**config.mk**
```make
export PLATFORM = sky130hd
export DESIGN_NAME = lane_buffer_scheduler
export DESIGN_NICKNAME = d
export VERILOG_FILES = /design/src/rtl/lane_buf_pkg.sv /design/src/rtl/lane_buf_addr_ctr.sv /design/src/rtl/lane_buffer_scheduler.sv
export SDC_FILE = /design/constraint.sdc
export NUM_CORES = 1
export LEC_CHECK = 0
export BUFFER_PORTS_ARGS = -buffer_cell sky130_fd_sc_hd__buf_2
export CAP_MARGIN = 15
export CORE_MARGIN = 2
export CORE_UTILIZATION = 45
export DETAILED_ROUTE_END_ITERATION = 10
export PLACE_DENSITY = 0.73
export SYNTH_ARGS = -nofsm -noshare
export SYNTH_HDL_FRONTEND = slang
export SYNTH_SLANG_ARGS = --single-unit
```
**constraint.sdc**
```tcl
create_clock -name clk -period 4.7 [get_ports clk]
set_clock_uncertainty 0.2 [all_clocks]
set_input_delay 0.705 -clock clk [delete_from_list [all_inputs] [get_ports clk]]
set_output_delay 0.705 -clock clk [all_outputs]
set_load 0.01 [all_outputs]
```
**src/rtl/lane_buf_pkg.sv**
```systemverilog
// Shared types and default sizing for the lane buffer scheduler.
// Optional feature macro used by the top: LANE_BUF_STALE_CNT_EN.
package lane_buf_pkg;

    localparam int DEFAULT_DEPTH  = 160;
    localparam int DEFAULT_ADDR_W = 8;

    // Scheduler FSM: filling the write bank, waiting for a frame boundary
    // with a complete bank, and the single-cycle bank exchange.
    typedef enum logic [1:0] {
        FILL = 2'd0,
        FULL = 2'd1,
        SWAP = 2'd2
    } state_t;

endpackage

```
**src/rtl/lane_buf_addr_ctr.sv**
```systemverilog
// Wrapping address counter: counts 0..DEPTH-1 on en, clr forces zero and
// wins over en, synchronous active-high reset.
module lane_buf_addr_ctr #(
    parameter int DEPTH  = 160,
    parameter int ADDR_W = 8
) (
    input  logic              clk,
    input  logic              resetn,
    input  logic              en,
    input  logic              clr,
    output logic [ADDR_W-1:0] cnt
);

    localparam logic [ADDR_W-1:0] LAST = ADDR_W'(DEPTH - 1);

    // Counter register: reset, then clear, then wrap-around increment.
    always_ff @(posedge clk) begin
        if (resetn) begin
            cnt <= '0;
        end else if (clr) begin
            cnt <= '0;
        end else if (en) begin
            cnt <= (cnt == LAST) ? '0 : cnt + ADDR_W'(1);
        end
    end

endmodule

```
**src/rtl/lane_buffer_scheduler.sv**
```systemverilog
// Double-buffered lane scheduler: one bank is filled by the producer while
// the other is displayed; banks exchange at a frame boundary once the write
// bank holds a complete frame. RAMs and the read-data mux live outside.
// Optional feature: define LANE_BUF_STALE_CNT_EN to add the stale_cnt port,
// which counts frame boundaries that found the write bank still filling.
//
// Handshake: an entry is transferred in every cycle where wr_valid and
// wr_ready are both high; wr_ready does not depend on wr_valid, and the
// producer must hold its entry until it sees the transfer.
module lane_buffer_scheduler
    import lane_buf_pkg::*;
#(
    parameter int DEPTH  = DEFAULT_DEPTH,
    parameter int ADDR_W = DEFAULT_ADDR_W
) (
    input  logic              clk,
    input  logic              resetn,
    input  logic              frame_start,
    input  logic              wr_valid,
    output logic              wr_ready,
    input  logic              rd_active,
    output logic              ram0_we,
    output logic              ram1_we,
    output logic              ram0_re,
    output logic              ram1_re,
    output logic [ADDR_W-1:0] wr_addr,
    output logic [ADDR_W-1:0] rd_addr,
    output logic              rd_bank,
    output logic              swap_done,
    output state_t            fsm_state
`ifdef LANE_BUF_STALE_CNT_EN
    ,
    output logic [7:0]        stale_cnt
`endif
);

    localparam logic [ADDR_W-1:0] LAST = ADDR_W'(DEPTH - 1);

    state_t state;
    state_t next_state;
    logic   accept;
    logic   wr_last;
    logic   swap_enter;

    // The write bank is always ~rd_bank, so only the accept needs resolving.
    assign accept     = wr_valid & ~resetn & (state == FILL);
    assign wr_last    = (wr_addr == LAST);
    assign swap_enter = (state != SWAP) & (next_state == SWAP);
    assign fsm_state  = state;

    // Write address: advances on every accepted entry, wraps at frame end.
    lane_buf_addr_ctr #(.DEPTH(DEPTH), .ADDR_W(ADDR_W)) u_wr_ctr (
        .clk    (clk),
        .resetn (resetn),
        .en     (accept),
        .clr    (1'b0),
        .cnt    (wr_addr)
    );

    // Read address: restarts at every frame boundary and stays at 0 through
    // the swap so the new bank is shown from its first entry.
    lane_buf_addr_ctr #(.DEPTH(DEPTH), .ADDR_W(ADDR_W)) u_rd_ctr (
        .clk    (clk),
        .resetn (resetn),
        .en     (rd_active),
        .clr    (frame_start | (state == SWAP)),
        .cnt    (rd_addr)
    );

    // FSM state register.
    always_ff @(posedge clk) begin
        if (resetn) begin
            state <= FILL;
        end else begin
            state <= next_state;
        end
    end

    // Next state: a completed frame waits in FULL unless the boundary
    // arrives on the very cycle of the last accept.
    always_comb begin
        next_state = state;
        unique case (state)
            FILL: begin
                if (accept && wr_last) begin
                    next_state = frame_start ? SWAP : FULL;
                end
            end
            FULL: begin
                if (frame_start) begin
                    next_state = SWAP;
                end
            end
            SWAP:    next_state = FILL;
            default: next_state = FILL;
        endcase
    end

    // Outputs: everything held low in reset; reads blanked during the swap.
    always_comb begin
        wr_ready  = 1'b0;
        swap_done = 1'b0;
        ram0_we   = 1'b0;
        ram1_we   = 1'b0;
        ram0_re   = 1'b0;
        ram1_re   = 1'b0;
        if (!resetn) begin
            wr_ready  = (state == FILL);
            swap_done = (state == SWAP);
            ram0_we   = accept & rd_bank;
            ram1_we   = accept & ~rd_bank;
            if (state != SWAP) begin
                ram0_re = rd_active & ~rd_bank;
                ram1_re = rd_active & rd_bank;
            end
        end
    end

    // Displayed bank flips as the FSM enters SWAP, so it is already the new
    // bank during the swap cycle itself.
    always_ff @(posedge clk) begin
        if (resetn) begin
            rd_bank <= 1'b0;
        end else if (swap_enter) begin
            rd_bank <= ~rd_bank;
        end
    end

`ifdef LANE_BUF_STALE_CNT_EN
    // Stale-frame counter: a boundary seen while filling that does not also
    // complete the frame means the display repeats its current bank.
    always_ff @(posedge clk) begin
        if (resetn) begin
            stale_cnt <= 8'd0;
        end else if ((state == FILL) && frame_start && !(accept && wr_last)
                     && (stale_cnt != 8'd255)) begin
            stale_cnt <= stale_cnt + 8'd1;
        end
    end
`endif

endmodule

```
# == Word level (Yosys, flattened, before mapping) ==
# Cells that the tools add are included.
# word_totals
output_inout_bits,25
reg_bits,19
wordCells,39
mem_bits_rw,0
romBits,0
n_memories,0
inputBits,5
latchBits,0
# classes
shift,0
multipliers,0
div,0
n_mux,14
bitwise_logic,10
reduce_logical,3
n_addsub,2
order_cmp,0
n_eq_ne,6
# op_table
cell,count
adder 8 x 1 -> 8 bit (second input constant),2
== test 8 bit (second input constant),2
two-way mux 8 bit,2
two-way mux 1 bit,8
bitwise AND 1 bit,7
two-way mux 2 bit,3
== test 2 bit (second input constant),2
one-hot mux 2 bit (2 select lines),1
== test 2 x 1 -> 1 bit (second input constant),1
logical NOT 2 bit,1
inequality test 2 bit (second input constant),1
inverter 1 bit,2
OR reduction 2 bit,1
logical AND 1 bit,1
bitwise OR 1 bit,1

# == Depth between registers and ports, before layout ==
# Gate-level depths: netlist of run 1.
# depth
ltp_word,8
depth_mapped,5
mapped_depth_nobuf,4

# == By module ==
# From an unflattened synthesis of run 1, not the netlist that was laid out.
# hier_totals
cells_unflattened,112
hier_area_um2,1049.8
# modules_own_cells
module,seq_area_each_um2,instances,cells_each,area_each_um2
lane_buf_addr_ctr,160.2,2,41,399.1
lane_buffer_scheduler,60.1,1,30,251.5

# == Worst setup path before layout of run 1 ==
# Ideal clock, no wire load.
# synth_timing
kind,input port to output port
from,input resetn
to,output ram1_we
arrival_ns,1.394
slack_ns,2.401
path_buffers,1
stages,3
path_cell_list,nor4b_4 > buf_2 > nor2b_1
# synth_between
elab_chain_cells,5
# synth_rtl
element,line,rtl
from (decl),lane_buffer_scheduler.sv:17,"input logic resetn,"
inverter 1 bit,lane_buffer_scheduler.sv:46,assign accept = wr_valid & ~resetn & (state == FILL);
bitwise AND 1 bit (2 in a row),lane_buffer_scheduler.sv:46,
bitwise AND 1 bit,lane_buffer_scheduler.sv:111,ram1_we = accept & ~rd_bank;
two-way mux 1 bit *,lane_buffer_scheduler.sv:107,if (!resetn) begin
to (decl),lane_buffer_scheduler.sv:23,"output logic ram1_we,"
# Every way passes the cells marked *; elsewhere a longest branch is shown, timed or not.

# == Worst setup path after layout of run 1 ==
# Same ends and word-level chain as after synthesis.

==> impl_metrics.json, run 1 <==
{
  "cp-end-kind": "primary output",
  "core_area_sq_mm": 0.00178,
  "area_growth_pct": 21.9,
  "port_buffers": 29,
  "setup_viol": 0,
  "final_common_cell": "buf_2",
  "yosysWarnings": 0,
  "max_freq_mhz": 374,
  "synth_seq_cells": 19,
  "clockBufferDepth": 2,
  "cts.sinks": 19,
  "hold_ws_ns": 0.340,
  "cts_setup_buffers": 0,
  "nets": 133,
  "max_cap_violations": 0,
  "htreeDepth": 1,
  "grt_pass1_vias": 645,
  "row_count": 15,
  "first_pass_iters": 4,
  "dr_total_vias": 775,
  "cts_hold_buffers": 0,
  "cp_data_required_time_ns": 3.80,
  "root_buffer": "clkbuf_4",
  "dp.final_hpwl_um": 1300,
  "grt_usage_pct": 16.9,
  "path_clk_slew_ns": 0.11,
  "synth-seq-area-share_pct": 43.5,
  "antenna_found_initial": 0,
  "status": "completed",
  "hold_viol": 0,
  "multi_input_area_sq_um": 482,
  "drt_iter0_markers": 18,
  "syn_area_sq_um": 875,
  "final_cell_mix": "29 x buf_2, 19 x nor2_1, 19 x dfxtp_1",
  "io_pins": 30,
  "fillCellCount": 150,
  "fin_crit_sh_pct": 56.9,
  "wirelength_um": 1730,
  "drive_gt1_share_pct": 27.2,
  "clkLatencyLatePin_ns": 0.30,
  "relSlewSlack_pct": 59.5,
  "peakVddDrop_v": 0.000205,
  "setup_tns_ns": 0,
  "ant_nets": 0,
  "post-route-min-period_ns": 2.67,
  "grt_max_degree": 14,
  "seqCellArea_sq_um": 380,
  "post_cts_resized": 0,
  "worstMarginPinSlew_ns": 0.605,
  "hp-class": "reg2reg",
  "grt_first_pass_wirelength_um": 2700,
  "antenna_cells": 0,
  "powerDensity_mw_per_mm2": 252,
  "rsz0062_at_grt": "no",
  "gp_congestion": 0.752,
  "via_per_inst": 5.17,
  "cts_tree": "built",
  "critical_path_class": "in2out",
  "wl_per_cell_um": 11.6,
  "synth_cells": 95,
  "grt-ovfl-total": 0,
  "worstPathMaxFanout": 13,
  "p_leak_nw": 0.504,
  "syn_nets": 102,
  "cp-start-kind": "input pin",
  "arrival_ns": 1.77,
  "avgSynthCellArea_sq_um": 9.21,
  "cts_inserted_buffers": 3,
  "die_x_um": 48.1,
  "slew_violations": 0,
  "synth.distinct_cells": 26,
  "drc": 0,
  "initial_core_util_pct": 49.1,
  "dieArea_sq_mm": 0.00231,
  "die_h_um": 48.1
}
[cell type report]
class                           instances  area share (%)
Sequential cell                        19            35.7
Clock buffer                            3            2.11
Timing Repair Buffer                   29            13.6
Clock inverter                          1           0.469
Tap cell                               25            2.93
Multi-Input combinational cell         73            45.2
[worst paths after layout]
kind	slack, ns	endpoint	depth (start not counted)	from
worst min register to register	0.34	u_rd_ctr.cnt[4]	2	u_rd_ctr.cnt[4]
worst max register to register	2.56	rd_bank	4	fsm_state[1]
worst max-delay path	2.03	ram1_we	4	resetn
worst min-delay path	0.34	u_rd_ctr.cnt[4]	2	u_rd_ctr.cnt[4]
[Yosys cell counts]
cell | count | share of area [%]
a21oi_1 | 1 | 0.57
nor2_1 | 19 | 8.2
and2_1 | 3 | 2.1
a41o_1 | 2 | 2.3
dfxtp_1 | 19 | 43
nor3b_1 | 1 | 0.86
ha_1 | 2 | 2.9
nand2_1 | 4 | 1.7
nor4b_1 | 1 | 1.0
a41oi_1 | 1 | 1.0
nand4_1 | 5 | 3.6
mux2i_1 | 2 | 2.3
and3_1 | 2 | 1.4
nand2b_1 | 1 | 0.72
nor3_1 | 1 | 0.57
nand3_1 | 4 | 2.3
nor4b_4 | 1 | 2.7
nor2b_1 | 3 | 2.1
o21ai_0 | 1 | 0.57
xor2_1 | 12 | 12
and4_1 | 2 | 2.0
or3_1 | 2 | 1.4
nor4_1 | 1 | 0.72
buf_2 | 1 | 0.57
xnor2_1 | 2 | 2.0
clkbuf_1 | 2 | 0.86
[cells by family (layout without fill, tap and decap cells)]
kind of cell               count (synthesis)  count (layout)  share of synthesized area [%]
DFF                                       19              19                           43.5
and+or+nand+nor                           50              50                           31.5
AOI/OAI and AO/OA                          5               5                           4.43
muxes                                      2               2                           2.29
adders and majority gates                  2               2                           2.86
xor gates and xnor gates                  14              14                           14.0
buffers and inverters                      3              33                           1.43
[layer usage]
layer / vias to the layer above / track usage [%] / share of wire (%)
met5: - / 0 / 0
met4: 0 / 4.86 / 0.69
met3: 2 / 5.66 / 4.8
met2: 23 / 29.1 / 50
met1: 358 / 19.8 / 44
li1: 392 / - / -
[report_power, final]
part / total [mW] / switching [mW] / leakage, nW / internal [mW]
sequential: 0.165 / 0.00218 / 0.153 / 0.163
combinational: 0.0200 / 0.0115 / 0.333 / 0.00854
clock: 0.0843 / 0.0525 / 0.0177 / 0.0318
[critical path, stage by stage]
cell and delay, ns:
buf_2 0.18, nor4b_4 0.55, nor2b_1 0.19, buf_2 0.13
[flip-flops by register name (all words and copies together), names as in the netlist]
signal        count
u_wr_ctr.cnt      8
rd_bank           1
fsm_state         2
u_rd_ctr.cnt      8
[per-stage QoR]
stage | instances | util, % | total power, mW | setup WS [ns] | cell area (sq um)
after global placement | 146 | 58.2 | 0.188 | 2.05 | 1040
after detailed placement | 146 | 58.2 | 0.189 | 2.04 | 1040
after CTS | 150 | 59.8 | 0.272 | 2.03 | 1070
final | 150 | 59.8 | 0.269 | 2.03 | 1070
after global routing | 150 | 59.8 | 0.283 | 1.87 | 1070
after floorplan | 95 | - | 0.182 | 2.40 | 875
Power figures use the tool's default switching activity.
==> run 2: changes to the inputs <==
clock period = 2.6 ns   (was 4.7 ns; I/O delays follow)
==> impl_metrics.json, run 2 (synthesis gave the netlist of run 1 again) <==
{
  "slowest_stage": "dfxtp_1",
  "initial_core_util_pct": 49.1,
  "dieArea_sq_mm": 0.00231,
  "area_growth_pct": 22.7,
  "cts_tree": "built",
  "setup_viol": 0,
  "powerDensity_mw_per_mm2": 444,
  "worstPathCellList": "nor4b_4 > buf_4 > nor2b_1 > buf_2",
  "row_count": 15,
  "r2r_slack_ns": 0.91,
  "met2_usage_pct": 28.0,
  "path_clk_slew_ns": 0.10,
  "arrival_ns": 1.47,
  "critical_path.max_stage_delay_ns": 0.39,
  "antenna_cells": 0,
  "htreeDepth": 1,
  "final_cell_mix": "29 x buf_2, 19 x nor2_1, 19 x dfxtp_1",
  "wl_per_cell_um": 11.1,
  "cp_top_family": "simple AND/OR/NAND/NOR gates",
  "cp_data_required_time_ns": 2.01,
  "dr_total_vias": 769,
  "root_buffer": "clkbuf_4",
  "cp-start-kind": "register",
  "grt_pass1_vias": 627,
  "cts_hold_buffers": 0,
  "wirelength_um": 1670,
  "die_x_um": 48.1,
  "p_leak_nw": 0.509,
  "gp_congestion": 0.750,
  "grt_usage_pct": 16.7,
  "post-route-min-period_ns": 2.06,
  "status": "completed",
  "first_pass_iters": 4,
  "core_area_sq_mm": 0.00178,
  "cts_inserted_buffers": 3,
  "relSlewSlack_pct": 78.4,
  "hp-class": "in2reg",
  "grt_first_pass_wirelength_um": 2680,
  "ant_nets": 0,
  "io_pins": 30,
  "slew_violations": 0,
  "cp-end-kind": "primary output",
  "die_h_um": 48.1,
  "rsz0062_at_grt": "no",
  "gr-usage-met1_pct": 20.3,
  "worstPathMaxFanout": 11,
  "max_freq_mhz": 486,
  "dp.final_hpwl_um": 1270,
  "setup_tns_ns": 0,
  "post_cts_resized": 0,
  "grt-ovfl-total": 0,
  "fin_crit_sh_pct": 79.1,
  "cts_setup_buffers": 0,
  "final_common_cell": "buf_2",
  "clockBufferDepth": 2,
  "final_cells": 151,
  "nets": 134,
  "drt_iter0_markers": 14,
  "worst-path-buf-inv": 2,
  "drive_gt1_share_pct": 27.8,
  "cts.sinks": 19,
  "port_buffers": 29,
  "via_per_inst": 5.09,
  "clkLatencyLatePin_ns": 0.28,
  "grt_max_degree": 14,
  "drc": 0,
  "grtUsageMet3_pct": 3.40,
  "worstMarginPinSlew_ns": 0.320,
  "antenna_found_initial": 0,
  "critical_path_class": "reg2out",
  "peakVddDrop_v": 0.000239,
  "busiest_layer": "met2",
  "hold_viol": 0,
  "placed_cells": 147,
  "max_cap_violations": 0
}
run 2: cell count changes in the layout (fill, tap and decap cells not counted):
cell,change
buf_4,+1
run 2: cell type report:
type,count,area (sq um)
fill,168,709
multi-input combinational,73,482
sequential,19,380
timing repair buffer,30,153
tap,25,31.3
clock buffer,3,22.5
clock inverter,1,5.00
run 2: final timing paths:
check,from,end,cells after the start
worst max register to register,fsm_state[1],rd_bank,4
worst max-delay path,fsm_state[1],ram1_we,4
worst min register to register,u_rd_ctr.cnt[4],u_rd_ctr.cnt[4],2
worst min-delay path,frame_start,fsm_state[0],2
run 2: per-stage QoR:
step	utilization [%]	cell area (sq um)	power, mW	worst slack (ns)	hold slack (ns)
5_1_grt	60.2	1070	0.510	0.405	0.0833
2_1_floorplan	-	875	0.328	0.860	0.269
4_1_cts	60.2	1070	0.487	0.533	0.103
3_3_place_gp	58.7	1050	0.341	0.737	0.306
3_5_place_dp	58.7	1050	0.342	0.717	0.320
6_report	60.2	1070	0.477	0.543	0.112
run 2: per-layer routing:
metal | wire length [um] | part of all wire (%)
met5 | 0 | 0
met4 | 12 | 0.72
met3 | 83 | 5.0
met2 | 837 | 50
met1 | 737 | 44
run 2: report_power, final:
| group | internal, mW | leakage [nW] | switching, mW | total, mW |
|---|---|---|---|---|
| clock network | 0.0570 | 0.0177 | 0.0850 | 0.142 |
| logic | 0.0164 | 0.338 | 0.0202 | 0.0366 |
| registers | 0.294 | 0.153 | 0.00403 | 0.298 |
==> run 3: changes to the inputs <==
ABC_AREA = 1   (was default)
CORE_UTILIZATION = 44   (was 45)
clock period = 1.75 ns   (was 2.6 ns; I/O delays follow)
==> impl_metrics.json, run 3 <==
{
  "synth_common_cells": "27 x nor2_1, 26 x nand2_1, 19 x dfxtp_1",
  "synth_cells": 138,
  "synth_seq_cells": 19,
  "synth-seq-area-share_pct": 38.5,
  "grt_usage_pct": 17.4,
  "crit_path_start": "fsm_state[1]",
  "port_buffers": 29,
  "drt_iter0_markers": 17,
  "p_int_mw": 0.546,
  "cp_data_required_time_ns": 1.29,
  "clockBufferDepth": 2,
  "powerDensity_mw_per_mm2": 606,
  "initial_core_util_pct": 45.5,
  "hold_ws_ns": 0.0433,
  "r2r_slack_ns": 0.26,
  "clkLatencyLatePin_ns": 0.30,
  "worstMarginPinSlew_ns": 0.247,
  "syn_nets": 145,
  "htreeDepth": 1,
  "cts_tree": "built",
  "area_growth_pct": 22.3,
  "r2r_end": "rd_bank",
  "rr_startpoint": "u_wr_ctr.cnt[0]",
  "cp-start-kind": "register",
  "antenna_cells": 0,
  "status": "completed",
  "dr_total_vias": 963,
  "cts_inserted_buffers": 3,
  "wirelength_um": 2070,
  "seqPwrFrac_pct": 60.7,
  "critical_path.max_stage_delay_ns": 0.37,
  "setup_viol": 0,
  "relSlewSlack_pct": 83.4,
  "yosysMostFrequentCell": "nor2_1",
  "max_freq_mhz": 597,
  "die_x_um": 51.4,
  "netlist_top_cells_area": "dfxtp_1 39%, nor2_1 10%, nand2_1 9.9%",
  "grt_max_degree": 12,
  "drc": 0,
  "syn_area_sq_um": 987,
  "synth.distinct_cells": 23,
  "final.setup.worst_slack_ns": 0.0750,
  "endpoint": "ram0_we",
  "worstPathCellList": "nor2_2 > nand3_4 > nor2_1 > buf_2",
  "drive_gt1_share_pct": 31.6,
  "post-route-min-period_ns": 1.68,
  "worstPathMaxFanout": 8,
  "peakVddDrop_v": 0.000362,
  "final_common_cell": "buf_2",
  "dp_slack_ns": 0.281,
  "rr_worst_depth": 8,
  "gp_congestion": 0.801,
  "die_h_um": 51.4,
  "grt-ovfl-total": 0,
  "p_leak_nw": 0.566,
  "nets": 179,
  "clkPwrFrac_pct": 30.9,
  "synthDominantCellAreaShare_pct": 38.5,
  "async_flop_share_pct": 0,
  "final_cell_mix": "29 x buf_2, 26 x nor2_1, 26 x nand2_1",
  "grt_pass1_vias": 832,
  "first_pass_iters": 4,
  "netSwitchingFraction_pct": 25.4,
  "via_per_inst": 4.84,
  "synth_edf_count": 0,
  "fin_crit_sh_pct": 95.7,
  "cts_setup_buffers": 0,
  "path_clk_slew_ns": 0.11,
  "yosysWarnings": 0,
  "row_count": 17,
  "dieArea_sq_mm": 0.00264,
  "avgSynthCellArea_sq_um": 7.15,
  "io_pins": 30,
  "core_area_sq_mm": 0.00217,
  "rsz0062_at_grt": "yes",
  "hp-class": "in2reg",
  "ant_nets": 0,
  "cp-end-kind": "primary output",
  "arrival_ns": 1.21,
  "dp.final_hpwl_um": 1630,
  "antenna_found_initial": 0,
  "synth_ff_type": "dfxtp_1",
  "yosysTopAreaCell": "dfxtp_1",
  "wl_per_cell_um": 10.4,
  "slowest_stage": "dfxtp_2",
  "slew_violations": 0,
  "max_cap_violations": 0,
  "critical_path_class": "reg2out",
  "root_buffer": "clkbuf_4",
  "switchingPower_mw": 0.186,
  "hold_viol": 0,
  "combinationalPowerShare_pct": 8.5,
  "cts.sinks": 19,
  "grt_first_pass_wirelength_um": 3480
}
run 3: cell types whose count changed after synthesis, sizes merged, moves of 4 or more:
cell | before | now
nor3 | 1 | 8
xor2 | 12 | 3
nand2 | 4 | 26
nand4 | 5 | 1
inv | 0 | 19
nor2 | 19 | 33
nand3 | 4 | 13
run 3: metal layers:
layer	global-route usage [%]	share of wire, %	vias up
met1	23.3	48	425
met3	3.51	4.4	4
met5	0	0	-
li1	-	-	512
met4	7.89	1.6	0
met2	26.9	45	22
run 3: power by group through the flow:
stage                     Sequential (mW)  Clock [mW]  Combinational (mW)
final                               0.444       0.226              0.0620
after floorplan                     0.456           0              0.0341
after global placement              0.453           0              0.0611
after detailed placement            0.454           0              0.0623
after CTS                           0.444       0.234              0.0625
after global routing                0.445       0.254              0.0697
run 3: critical path: cells and delay by family (launching register included):
kind          cells  cell delay [ns]
simple gates      3             0.40
flops             1             0.37
buf+inv           1             0.13
run 3: worst min path at each step:
| stage | cells past startpoint | from | to |
|---|---|---|---|
| after detailed placement | 2 | u_rd_ctr.cnt[1] | u_rd_ctr.cnt[1] |
| after CTS | 2 | resetn | fsm_state[1] |
| after global placement | 2 | u_rd_ctr.cnt[1] | u_rd_ctr.cnt[1] |
| final | 2 | resetn | fsm_state[1] |
| after global routing | 2 | resetn | fsm_state[1] |
| after floorplan | 1 | resetn | fsm_state[1] |
run 3: layout make-up:
type	instances	area [sq um]
clock buffer	3	22.5
tap	28	35.0
sequential	19	384
timing repair buffer	29	145
clock inverter	1	5.00
fill	218	962
inverter	19	73.8
multi-input combinational	100	542
run 3: what timing repair did:
action | 4_1_cts | 5_1_grt
endpoints found under the setup margin | 2 | 4
resized for setup | 3 | 3
hold buffers | 0 | 0
run 3: cells by family (layout without fill, tap and decap cells):
| family | after synthesis | in the layout | share of synthesized area, % |
|---|---|---|---|
| xor+xnor | 5 | 5 | 4.44 |
| fa+ha+maj | 2 | 2 | 2.53 |
| flops | 19 | 19 | 38.5 |
| buf+inv | 19 | 52 | 7.48 |
| simple gates | 85 | 85 | 42.2 |
| compound gates | 8 | 8 | 4.82 |
run 3: per-stage QoR:
step | setup TNS, ns | power [mW] | cell area [sq um] | instances | utilization (%)
final | 0 | 0.732 | 1210 | 199 | 55.7
after detailed placement | 0 | 0.516 | 1170 | 195 | 53.8
after floorplan | 0 | 0.490 | 987 | 138 | -
after CTS | 0 | 0.740 | 1200 | 199 | 55.2
after global placement | 0 | 0.514 | 1170 | 195 | 53.8
after global routing | -0.0125 | 0.769 | 1210 | 199 | 55.7
